--- src/rtl/stage_ctrl_pkg.sv ---
// Shared definitions for the stage-4 sequencer: stage-4 out_flag encodings and
// the controller state type.
package stage_ctrl_pkg;

  localparam logic [1:0] FLAG_NONE = 2'b00;
  localparam logic [1:0] FLAG_ONE  = 2'b01;
  localparam logic [1:0] FLAG_HOLD = 2'b10;
  localparam logic [1:0] FLAG_TWO  = 2'b11;

  typedef enum logic [1:0] {
    ST_IDLE  = 2'd0,
    ST_RUN   = 2'd1,
    ST_FLUSH = 2'd2,
    ST_DRAIN = 2'd3
  } state_t;

endpackage

--- src/rtl/stage_4_ctrl_if.sv ---
// Bundle of the stage-4 result handshake, byte output stream and frame
// control/status signals around stage_4_ctrl.
interface stage_4_ctrl_if #(
  parameter int OUTPUT_DATA_WIDTH = 8
);
  logic                         start;
  logic                         in_valid;
  logic                         in_ready;
  logic                         in_last;
  logic [1:0]                   in_flag;
  logic [OUTPUT_DATA_WIDTH-1:0] in_byte_1;
  logic [OUTPUT_DATA_WIDTH-1:0] in_byte_2;
  logic [OUTPUT_DATA_WIDTH-1:0] in_hold;
  logic [OUTPUT_DATA_WIDTH-1:0] prev_bitstream;
  logic [OUTPUT_DATA_WIDTH-1:0] out_byte;
  logic                         out_valid;
  logic                         out_ready;
  logic                         out_last;
  logic                         busy;
  logic                         done;

  modport slave (
    input  start, in_valid, in_last, in_flag, in_byte_1, in_byte_2, in_hold,
           out_ready,
    output in_ready, prev_bitstream, out_byte, out_valid, out_last, busy, done
  );

  modport master (
    output start, in_valid, in_last, in_flag, in_byte_1, in_byte_2, in_hold,
           out_ready,
    input  in_ready, prev_bitstream, out_byte, out_valid, out_last, busy, done
  );
endinterface

--- src/rtl/bitstream_out_fifo.sv ---
// Synchronous FIFO of {last, byte} entries: up to two pushes and one pop per
// cycle, head presented from registered storage, zero when empty.
module bitstream_out_fifo #(
  parameter int OUTPUT_DATA_WIDTH = 8,
  parameter int FIFO_DEPTH        = 4,
  parameter int FIFO_AW           = 2
) (
  input  logic                         clk,
  input  logic                         reset,
  input  logic [1:0]                   push_cnt,
  input  logic [OUTPUT_DATA_WIDTH:0]   push_d0,
  input  logic [OUTPUT_DATA_WIDTH:0]   push_d1,
  input  logic                         pop,
  output logic [OUTPUT_DATA_WIDTH-1:0] head_byte,
  output logic                         head_last,
  output logic [FIFO_AW:0]             count
);

  logic [OUTPUT_DATA_WIDTH:0] mem [FIFO_DEPTH];
  logic [OUTPUT_DATA_WIDTH:0] head_entry;
  logic [FIFO_AW-1:0]         wr_ptr;
  logic [FIFO_AW-1:0]         rd_ptr;
  logic                       pop_en;
  logic                       empty;

  assign empty  = (count == '0);
  assign pop_en = pop && !empty;

  // NOTE: storage has no reset; the pointers/count define validity and the
  // head is forced to zero while empty, so stale entries are never visible.
  always_ff @(posedge clk) begin
    if (push_cnt != 2'd0) mem[wr_ptr] <= push_d0;
    if (push_cnt[1])      mem[wr_ptr + FIFO_AW'(1)] <= push_d1;
  end

  always_ff @(posedge clk) begin
    if (reset) begin
      wr_ptr <= '0;
      rd_ptr <= '0;
      count  <= '0;
    end else begin
      wr_ptr <= wr_ptr + FIFO_AW'(push_cnt);
      rd_ptr <= rd_ptr + FIFO_AW'(pop_en);
      count  <= count + (FIFO_AW+1)'(push_cnt) - (FIFO_AW+1)'(pop_en);
    end
  end

  assign head_entry = empty ? '0 : mem[rd_ptr];
  assign head_byte  = head_entry[OUTPUT_DATA_WIDTH-1:0];
  assign head_last  = head_entry[OUTPUT_DATA_WIDTH];

endmodule

--- src/rtl/stage_4_ctrl.sv ---
// Frame sequencer around stage 4: owns the previous/hold byte, accepts results,
// queues emitted bytes and flushes the final held byte tagged as last.
module stage_4_ctrl
  import stage_ctrl_pkg::*;
#(
  parameter int OUTPUT_DATA_WIDTH = 8,
  parameter int FIFO_DEPTH        = 4,
  parameter int FIFO_AW           = 2
) (
  input  logic         clk,
  input  logic         reset,
  stage_4_ctrl_if.slave bus
);

  localparam int W  = OUTPUT_DATA_WIDTH;
  localparam int CW = FIFO_AW + 1;
  localparam logic [CW-1:0] DEPTH_C = CW'(FIFO_DEPTH);

  state_t         state, state_nxt;
  logic [W-1:0]   prev_q;
  logic           hold_valid;
  logic [CW-1:0]  count;
  logic [1:0]     push_cnt;
  logic [W:0]     push_d0, push_d1;
  logic           ready;
  logic           accept;
  logic           done;
  logic           pop;

  // Free-space decisions use the registered count, so a same-cycle pop never
  // opens acceptance early.
  always_comb begin
    // NOTE: every output gets a default first so no path leaves a latch.
    state_nxt = state;
    ready     = 1'b0;
    accept    = 1'b0;
    push_cnt  = 2'd0;
    push_d0   = {1'b0, bus.in_byte_1};
    push_d1   = {1'b0, bus.in_byte_2};
    done      = 1'b0;
    unique case (state)
      ST_IDLE: if (bus.start) state_nxt = ST_RUN;
      ST_RUN: begin
        ready  = (count <= DEPTH_C - CW'(2));
        accept = bus.in_valid && ready;
        if (accept) begin
          if (bus.in_flag == FLAG_TWO)      push_cnt = 2'd2;
          else if (bus.in_flag == FLAG_ONE) push_cnt = 2'd1;
          if (bus.in_last) begin
            state_nxt = ST_FLUSH;
            // With nothing held afterwards, the byte pushed now ends the frame.
            if (!(hold_valid || bus.in_flag[1])) begin
              push_d0[W] = (bus.in_flag == FLAG_ONE);
              push_d1[W] = 1'b1;
            end
          end
        end
      end
      ST_FLUSH: begin
        if (!hold_valid) begin
          state_nxt = ST_DRAIN;
        end else if (count < DEPTH_C) begin
          push_cnt  = 2'd1;
          push_d0   = {1'b1, prev_q};
          state_nxt = ST_DRAIN;
        end
      end
      ST_DRAIN: begin
        if (count == '0) begin
          done      = 1'b1;
          state_nxt = ST_IDLE;
        end
      end
      default: state_nxt = ST_IDLE;
    endcase
  end

  always_ff @(posedge clk) begin
    if (reset) begin
      state      <= ST_IDLE;
      prev_q     <= '0;
      hold_valid <= 1'b0;
    end else begin
      state <= state_nxt;
      if (state == ST_IDLE && bus.start) begin
        prev_q     <= '0;
        hold_valid <= 1'b0;
      end
      if (accept && bus.in_flag != FLAG_NONE) prev_q     <= bus.in_hold;
      if (accept && bus.in_flag[1])           hold_valid <= 1'b1;
    end
  end

  assign pop = bus.out_ready && (count != '0);

  bitstream_out_fifo #(
    .OUTPUT_DATA_WIDTH (W),
    .FIFO_DEPTH        (FIFO_DEPTH),
    .FIFO_AW           (FIFO_AW)
  ) u_fifo (
    .clk       (clk),
    .reset     (reset),
    .push_cnt  (push_cnt),
    .push_d0   (push_d0),
    .push_d1   (push_d1),
    .pop       (pop),
    .head_byte (bus.out_byte),
    .head_last (bus.out_last),
    .count     (count)
  );

  assign bus.in_ready       = ready;
  assign bus.prev_bitstream = prev_q;
  assign bus.out_valid      = (count != '0);
  assign bus.busy           = (state != ST_IDLE);
  assign bus.done           = done;

endmodule

--- src/flat_wrapper.sv ---
// flat-port wrapper written by rule: the top's interface ports become plain ports
module stage_4_ctrl_flat import stage_ctrl_pkg::*;
#(
  parameter int OUTPUT_DATA_WIDTH = 8,
  parameter int FIFO_DEPTH        = 4,
  parameter int FIFO_AW           = 2
)
  (clk, reset, bus_start, bus_in_valid, bus_in_last, bus_in_flag, bus_in_byte_1, bus_in_byte_2, bus_in_hold, bus_out_ready, bus_in_ready, bus_prev_bitstream, bus_out_byte, bus_out_valid, bus_out_last, bus_busy, bus_done);
  stage_4_ctrl_if #(.OUTPUT_DATA_WIDTH(OUTPUT_DATA_WIDTH)) bus_i ();
  input  logic clk;
  input  logic reset;
  input wire logic [$bits(bus_i.start)-1:0] bus_start;
  input wire logic [$bits(bus_i.in_valid)-1:0] bus_in_valid;
  input wire logic [$bits(bus_i.in_last)-1:0] bus_in_last;
  input wire logic [$bits(bus_i.in_flag)-1:0] bus_in_flag;
  input wire logic [$bits(bus_i.in_byte_1)-1:0] bus_in_byte_1;
  input wire logic [$bits(bus_i.in_byte_2)-1:0] bus_in_byte_2;
  input wire logic [$bits(bus_i.in_hold)-1:0] bus_in_hold;
  input wire logic [$bits(bus_i.out_ready)-1:0] bus_out_ready;
  output wire logic [$bits(bus_i.in_ready)-1:0] bus_in_ready;
  output wire logic [$bits(bus_i.prev_bitstream)-1:0] bus_prev_bitstream;
  output wire logic [$bits(bus_i.out_byte)-1:0] bus_out_byte;
  output wire logic [$bits(bus_i.out_valid)-1:0] bus_out_valid;
  output wire logic [$bits(bus_i.out_last)-1:0] bus_out_last;
  output wire logic [$bits(bus_i.busy)-1:0] bus_busy;
  output wire logic [$bits(bus_i.done)-1:0] bus_done;
  assign bus_i.start = bus_start;
  assign bus_i.in_valid = bus_in_valid;
  assign bus_i.in_last = bus_in_last;
  assign bus_i.in_flag = bus_in_flag;
  assign bus_i.in_byte_1 = bus_in_byte_1;
  assign bus_i.in_byte_2 = bus_in_byte_2;
  assign bus_i.in_hold = bus_in_hold;
  assign bus_i.out_ready = bus_out_ready;
  assign bus_in_ready = bus_i.in_ready;
  assign bus_prev_bitstream = bus_i.prev_bitstream;
  assign bus_out_byte = bus_i.out_byte;
  assign bus_out_valid = bus_i.out_valid;
  assign bus_out_last = bus_i.out_last;
  assign bus_busy = bus_i.busy;
  assign bus_done = bus_i.done;
  stage_4_ctrl #(.OUTPUT_DATA_WIDTH(OUTPUT_DATA_WIDTH), .FIFO_DEPTH(FIFO_DEPTH), .FIFO_AW(FIFO_AW)) u_core (.clk(clk), .reset(reset), .bus(bus_i));
endmodule
--- config.mk ---
export PLATFORM = sky130hd
export DESIGN_NAME = stage_4_ctrl_flat
export DESIGN_NICKNAME = d
export VERILOG_FILES = /design/src/rtl/stage_ctrl_pkg.sv /design/src/rtl/stage_4_ctrl_if.sv /design/src/rtl/bitstream_out_fifo.sv /design/src/rtl/stage_4_ctrl.sv /design/src/flat_wrapper.sv
export SDC_FILE = /design/constraint.sdc
export NUM_CORES = 1
export LEC_CHECK = 0
export CORE_MARGIN = 2
export CORE_UTILIZATION = 35
export DETAILED_ROUTE_END_ITERATION = 8
export PLACE_DENSITY = 0.53
export SYNTH_ARGS = -nofsm -noshare
export SYNTH_HDL_FRONTEND = slang
export SYNTH_SLANG_ARGS = --single-unit
export TNS_END_PERCENT = 100
--- constraint.sdc ---
create_clock -name clk -period 3 [get_ports clk]
set_input_delay 0.6 -clock clk [delete_from_list [all_inputs] [get_ports clk]]
set_output_delay 0.6 -clock clk [all_outputs]
set_load 0.05 [all_outputs]
==> out/results.tsv, run 1 <==
metric	value	unit
status	finished, final reports clean	
sequential area share after synthesis	0.490	
Worst Tran Pin Value	0.601	ns
Post-CTS Hold Buffers	0	
Clock Skew	0.0103	ns
worst path cell trace	buf_4 -> mux4_2 -> and2_1 -> clkdlybuf4s50_1	
Synth Area in Simple Gates	0.135	
PwrDens	648	nW/µm²
asr flop ratio synth	0	
CP endpoint kind	primary output	
commonest cells after routing, fill and taps aside	clkdlybuf4s50_1, mux2_2, edfxtp_1, buf_4, dfxtp_1	
postcts setup bufs	0	
XOR/XNOR share of the synthesized area	0.0149	
commonest non-fill, non-tap cell in the layout	clkdlybuf4s50_1	
Synth-to-Final Area Change	28.3	%
worst skew pair latency	0.32	ns
Startpoint Class	flip-flop	
Post-Synth Adder-Cell Area	0.0451	
Slew Viols, Final	0	
slowest cell on the critical path	clkdlybuf4s50_1	
VDD IR max	0.375	mV
WP data required	2.40	ns
Logic pwr share	0.459	
Finish-stage setup viols	0	
count of different cell masters after synthesis	42	
Synth area leaders	edfxtp_1, mux2_2, dfxtp_1	
share of cells above drive strength 1	0.282	
syn nets	274	
IO buf count	52	
final hold slack	0.497	ns
CP max FO	9	
fin crit share	0.965	
Setup CP Type	flip-flop to primary output	
die area	9150	µm²
vias in the first global route	1948	
RSZ-0062 raised after global routing	false	
routed len/inst	15.7	µm
Clk pwr share	0.181	
leakage	1.33	nW
Mapped Cells	232	
mux contribution to synthesized area	0.222	
number of maximum-capacitance violations	0	
largest family of logic cells by synthesized area	multiplexers	
TritonCTS buffer count	5	
first-pass GRT wire length	10200	µm
DRT antenna net count	0	
row count	33	
vias per cell	4.77	
ys flop type	edfxtp_1	
# IOs	53	
CTS tree	built	
clock sink count	54	
Rel. slew slack	0.600	
area leader, netlist	edfxtp_1	
Nets	342	
clock root buffer	clkbuf_8	
Critical Path Max Stage Delay	0.69	ns
Sw Ratio	0.399	
post-synthesis area per instance	12.7	µm²
post-cts sizing count	0	
Worst-path clk slew	0.10	ns
number of synthesis warnings	0	
H-tree level count	2	
count of state elements after synthesis	54	
post-synthesis compound-gate area fraction	0.0545	
via count	1936	
hpwl dp	4540	µm
sequential share of power	0.360	
clk buf depth	2	
CP bufs+invs	2	
FMAX	0.345	GHz
Final Hold Fails	0	
largest net degree at the start of global routing	22	
Starting Density	0.360	
routed wire length	6370	µm
Worst EP arrival	2.30	ns
total power	2.44	mW
Die X	95.7	µm
Top delay family on crit path	buffers and inverters	
total track usage	0.149	
total gr overflow	0	
synthesized cell area	2940	µm²
Die Ht	95.7	µm
Post-synth EDFFs	36	
routability cong.	0.767	
setup_tns	0	ns
Diodes inserted	0	
initial antenna violation count	0	
Psw	976	µW
post-synth top area share	0.368	
Fillers	775	
drt drc	0	
DR iter-0 viols	58	
Worst Hold Class	flip-flop to flip-flop	
final worst path period need	2.90	ns
router iterations before antenna repair	4	
Int Pwr	1.47	mW
Placeable Area	8180	µm²
==> flip-flops by register name, indices dropped and copies added (netlist names) <==
name and cells:
u_core.bus.prev_bitstream 8, u_core.hold_valid 1, u_core.state 2, u_core.u_fifo.count 3
u_core.u_fifo.mem 36, u_core.u_fifo.rd_ptr 2, u_core.u_fifo.wr_ptr 2
==> path summary, 6_finish.rpt <==
kind	from	cells past startpoint	slack (ns)	end
setup / recovery	u_core.u_fifo.rd_ptr[0]	4	0.10	bus_out_last
hold / removal	u_core.bus.prev_bitstream[7]	2	0.50	u_core.bus.prev_bitstream[7]
setup reg to reg	u_core.u_fifo.count[1]	10	0.45	u_core.u_fifo.count[2]
hold reg to reg	u_core.bus.prev_bitstream[7]	2	0.50	u_core.bus.prev_bitstream[7]
==> cell families after synthesis <==
group,after synthesis
compound gates,24
xor+xnor,5
fa+ha+maj,10
buf+inv,23
flops,54
mux,49
simple gates,67
==> power groups by stage <==
stage               Clock [mW]  Combinational [mW]  Sequential [mW]
finish                   0.442                1.12            0.880
global route             0.480                1.21            0.889
CTS                      0.459                1.13            0.881
detailed placement           0                1.13            0.898
global placement             0                1.12            0.898
floorplan                    0               0.759            0.922
==> area by class of cell <==
class / instances / area, µm² / area share
Clock inverter: 3 / 28.8 / 0.00763
Clock buffer: 5 / 68.8 / 0.0182
Sequential cell: 54 / 1440 / 0.382
Inverter: 12 / 45.0 / 0.0119
Timing Repair Buffer: 72 / 668 / 0.177
Tap cell: 105 / 131 / 0.0348
Multi-Input combinational cell: 155 / 1390 / 0.368
==> cell usage after synthesis, types with 2 or more instances <==
master	n
nor2_1	12
nand3_1	11
nand2_1	4
clkbuf_1	6
ha_1	9
nor3b_1	3
inv_1	12
buf_2	2
xnor2_1	4
o21ai_0	10
nor2b_1	5
o41ai_1	2
nor3_1	2
a21oi_1	4
dfxtp_1	18
edfxtp_1	36
nand2b_1	9
nand4_1	2
mux2_2	40
mux4_2	9
and2_1	11
==> metrics by stage <==
stage          instance area [µm²]  instances   util  setup WS, ns
2_1_floorplan                 2940        232      -         0.557
3_3_place_gp                  3670        398  0.449         0.142
3_5_place_dp                  3670        398  0.449         0.110
4_1_cts                       3770        406  0.461        0.0312
5_1_grt                       3770        406  0.461        0.0125
6_report                      3770        406  0.461         0.104
==> layer usage <==
metal | share of wire | global-route usage | vias to the layer above
li1 | - | - | 991
met1 | 0.47 | 0.198 | 891
met2 | 0.47 | 0.249 | 47
met3 | 0.045 | 0.0308 | 7
met4 | 0.012 | 0.0393 | 0
met5 | 0 | 0 | -
==> worst reg2reg max path: stages (launching register included) <==
cell and delay (ns):
dfxtp_1 0.36, nor3_1 0.40, inv_2 0.23, and2_1 0.25
ha_1 0.28, inv_1 0.04, ha_1 0.18, fa_1 0.38
xor2_1 0.17, xnor2_1 0.13, nor2_1 0.05
Power figures use the tool's default switching activity.
==> inputs of run 2 (changes only) <==
- CORE_UTILIZATION: 35 -> 53
- PLACE_DENSITY: 0.53 -> 0.76
==> out/results.tsv, run 2 (synthesis results as in run 1) <==
metric	value	unit	change
RSZ-0062 raised after global routing	false		
share of cells above drive strength 1	0.263		-0.0198
status	finished, final reports clean		
commonest non-fill, non-tap cell in the layout	clkdlybuf4s50_1		
routability cong.	0.797		+3.9%
Diodes inserted	0		unchanged
Starting Density	0.541		+0.181
worst path cell trace	buf_4 -> mux4_2 -> and2_1 -> clkdlybuf4s50_1		
DR iter-0 viols	118		+100%
Top delay family on crit path	buffers and inverters		
clk buf depth	2		unchanged
FMAX	0.350	GHz	+1.2%
Nets	338		-1.2%
max FFs per register	36		unchanged
largest net degree at the start of global routing	22		unchanged
PwrDens	648	nW/µm²	about the same
Die X	78.5	µm	-18%
Synth-to-Final Area Change	26.0	%	
total power	2.40	mW	-1.8%
Worst EP arrival	2.26	ns	-0.04 ns
commonest cells after routing, fill and taps aside	clkdlybuf4s50_1, mux2_2, edfxtp_1, dfxtp_1, buf_4		
Clock Skew	0.00506	ns	-0.00526 ns
total gr overflow	0		unchanged
Worst-path clk slew	0.10	ns	about the same
initial antenna violation count	0		unchanged
vias in the first global route	2069		+6.2%
final worst slack	0.139	ns	+0.0348 ns
routed wire length	6000	µm	-5.9%
Setup CP Type	flip-flop to primary output		
Top reg by flops	u_core.u_fifo.mem		
leakage	1.32	nW	-0.39%
Post-Layout Cell Count	369		-9.1%
final worst path period need	2.86	ns	-0.0348 ns
router iterations before antenna repair	4		unchanged
IO buf count	52		unchanged
Rel. slew slack	0.626		+0.0267
VDD IR max	0.444	mV	+18%
CP endpoint kind	primary output		
H-tree level count	2		unchanged
routed len/inst	16.3	µm	+3.6%
slowest cell on the critical path	clkdlybuf4s50_1		
Post-Place Cells	361		-9.3%
via count	2054		+6.1%
hpwl dp	4390	µm	-3.5%
vias per cell	5.57		+17%
register area	1440	µm²	unchanged
WP data required	2.40	ns	about the same
first-pass GRT wire length	9880	µm	-3.1%
Worst Tran Pin Value	0.561	ns	-0.0400 ns
row count	27		-18%
clock root buffer	clkbuf_8		
CP max FO	10		+1
drt drc	0		unchanged
Worst Hold Class	flip-flop to flip-flop		
CTS tree	built		
Placeable Area	5440	µm²	-33%
setup_tns	0	ns	unchanged
Critical Path Max Stage Delay	0.69	ns	about the same
worst skew pair latency	0.31	ns	about the same
clock sink count	54		unchanged
fin crit share	0.954		-0.0116
die area	6160	µm²	-33%
Finish-stage setup viols	0		unchanged
Die Ht	78.5	µm	-18%
number of maximum-capacitance violations	0		unchanged
# IOs	53		unchanged
Slew Viols, Final	0		unchanged
CP bufs+invs	2		unchanged
Final Hold Fails	0		unchanged
total track usage	0.211		+0.0614
Startpoint Class	flip-flop		
multi-input combinational cell area	1390	µm²	unchanged
DRT antenna net count	0		unchanged
TritonCTS buffer count	5		unchanged
Fillers	445		-43%
Place WS	0.0822	ns	-0.0275 ns
run 2: metrics by stage:
step | utilization | instance area (µm²) | hold WS [ns]
after floorplan | - | 2940 | 0.463
after global placement | 0.665 | 3620 | 0.478
after detailed placement | 0.665 | 3620 | 0.484
after CTS | 0.681 | 3700 | 0.499
after global routing | 0.681 | 3710 | 0.520
final | 0.681 | 3710 | 0.495
run 2: what timing repair did:
action	4_1_cts	5_1_grt
buffers inserted	0	0
endpoints found under the setup margin	0	1
hold buffers	0	0
gates resized for setup	0	1
run 2: cell type report:
class,count,area share
repair buffers,68,0.177
clock buffers,6,0.0196
well taps,72,0.0243
flip-flops and latches,54,0.389
inverters,12,0.0122
clock inverters,2,0.00371
multi-input cells,155,0.374
run 2: worst paths after layout:
path	start	cells after the start	slack, ns	end
max	u_core.u_fifo.rd_ptr[0]	4	0.14	bus_out_byte[5]
max reg2reg	u_core.u_fifo.count[1]	10	0.42	u_core.u_fifo.count[2]
min reg2reg	u_core.bus.prev_bitstream[5]	2	0.50	u_core.bus.prev_bitstream[5]
min	u_core.bus.prev_bitstream[5]	2	0.50	u_core.bus.prev_bitstream[5]
run 2: power breakdown:
| group | switching [mW] | internal [mW] |
|---|---|---|
| clock network | 0.241 | 0.165 |
| logic | 0.656 | 0.450 |
| registers | 0.0445 | 0.843 |
| total | 0.942 | 1.46 |
run 2: metal layers:
metal  part of all wire  track usage  routed length, µm
met5                  0            0                  0
met4              0.014       0.0667                 84
met3              0.050       0.0494                297
met2               0.49        0.358               2960
met1               0.44        0.267               2660
run 2: worst min-delay path: cells and delay by family, from the launching register on:
family	cells	cell delay, ns
flip-flops	1	0.33
AND/OR/NAND/NOR	1	0.06
AO/OA/AOI/OAI	1	0.06
==> inputs of run 3 (changes only) <==
- ABC_CLOCK_PERIOD_IN_PS: default -> 3000
==> results of run 3 <==
No change in the layout: final DEF, timing and power equal those of run 2.
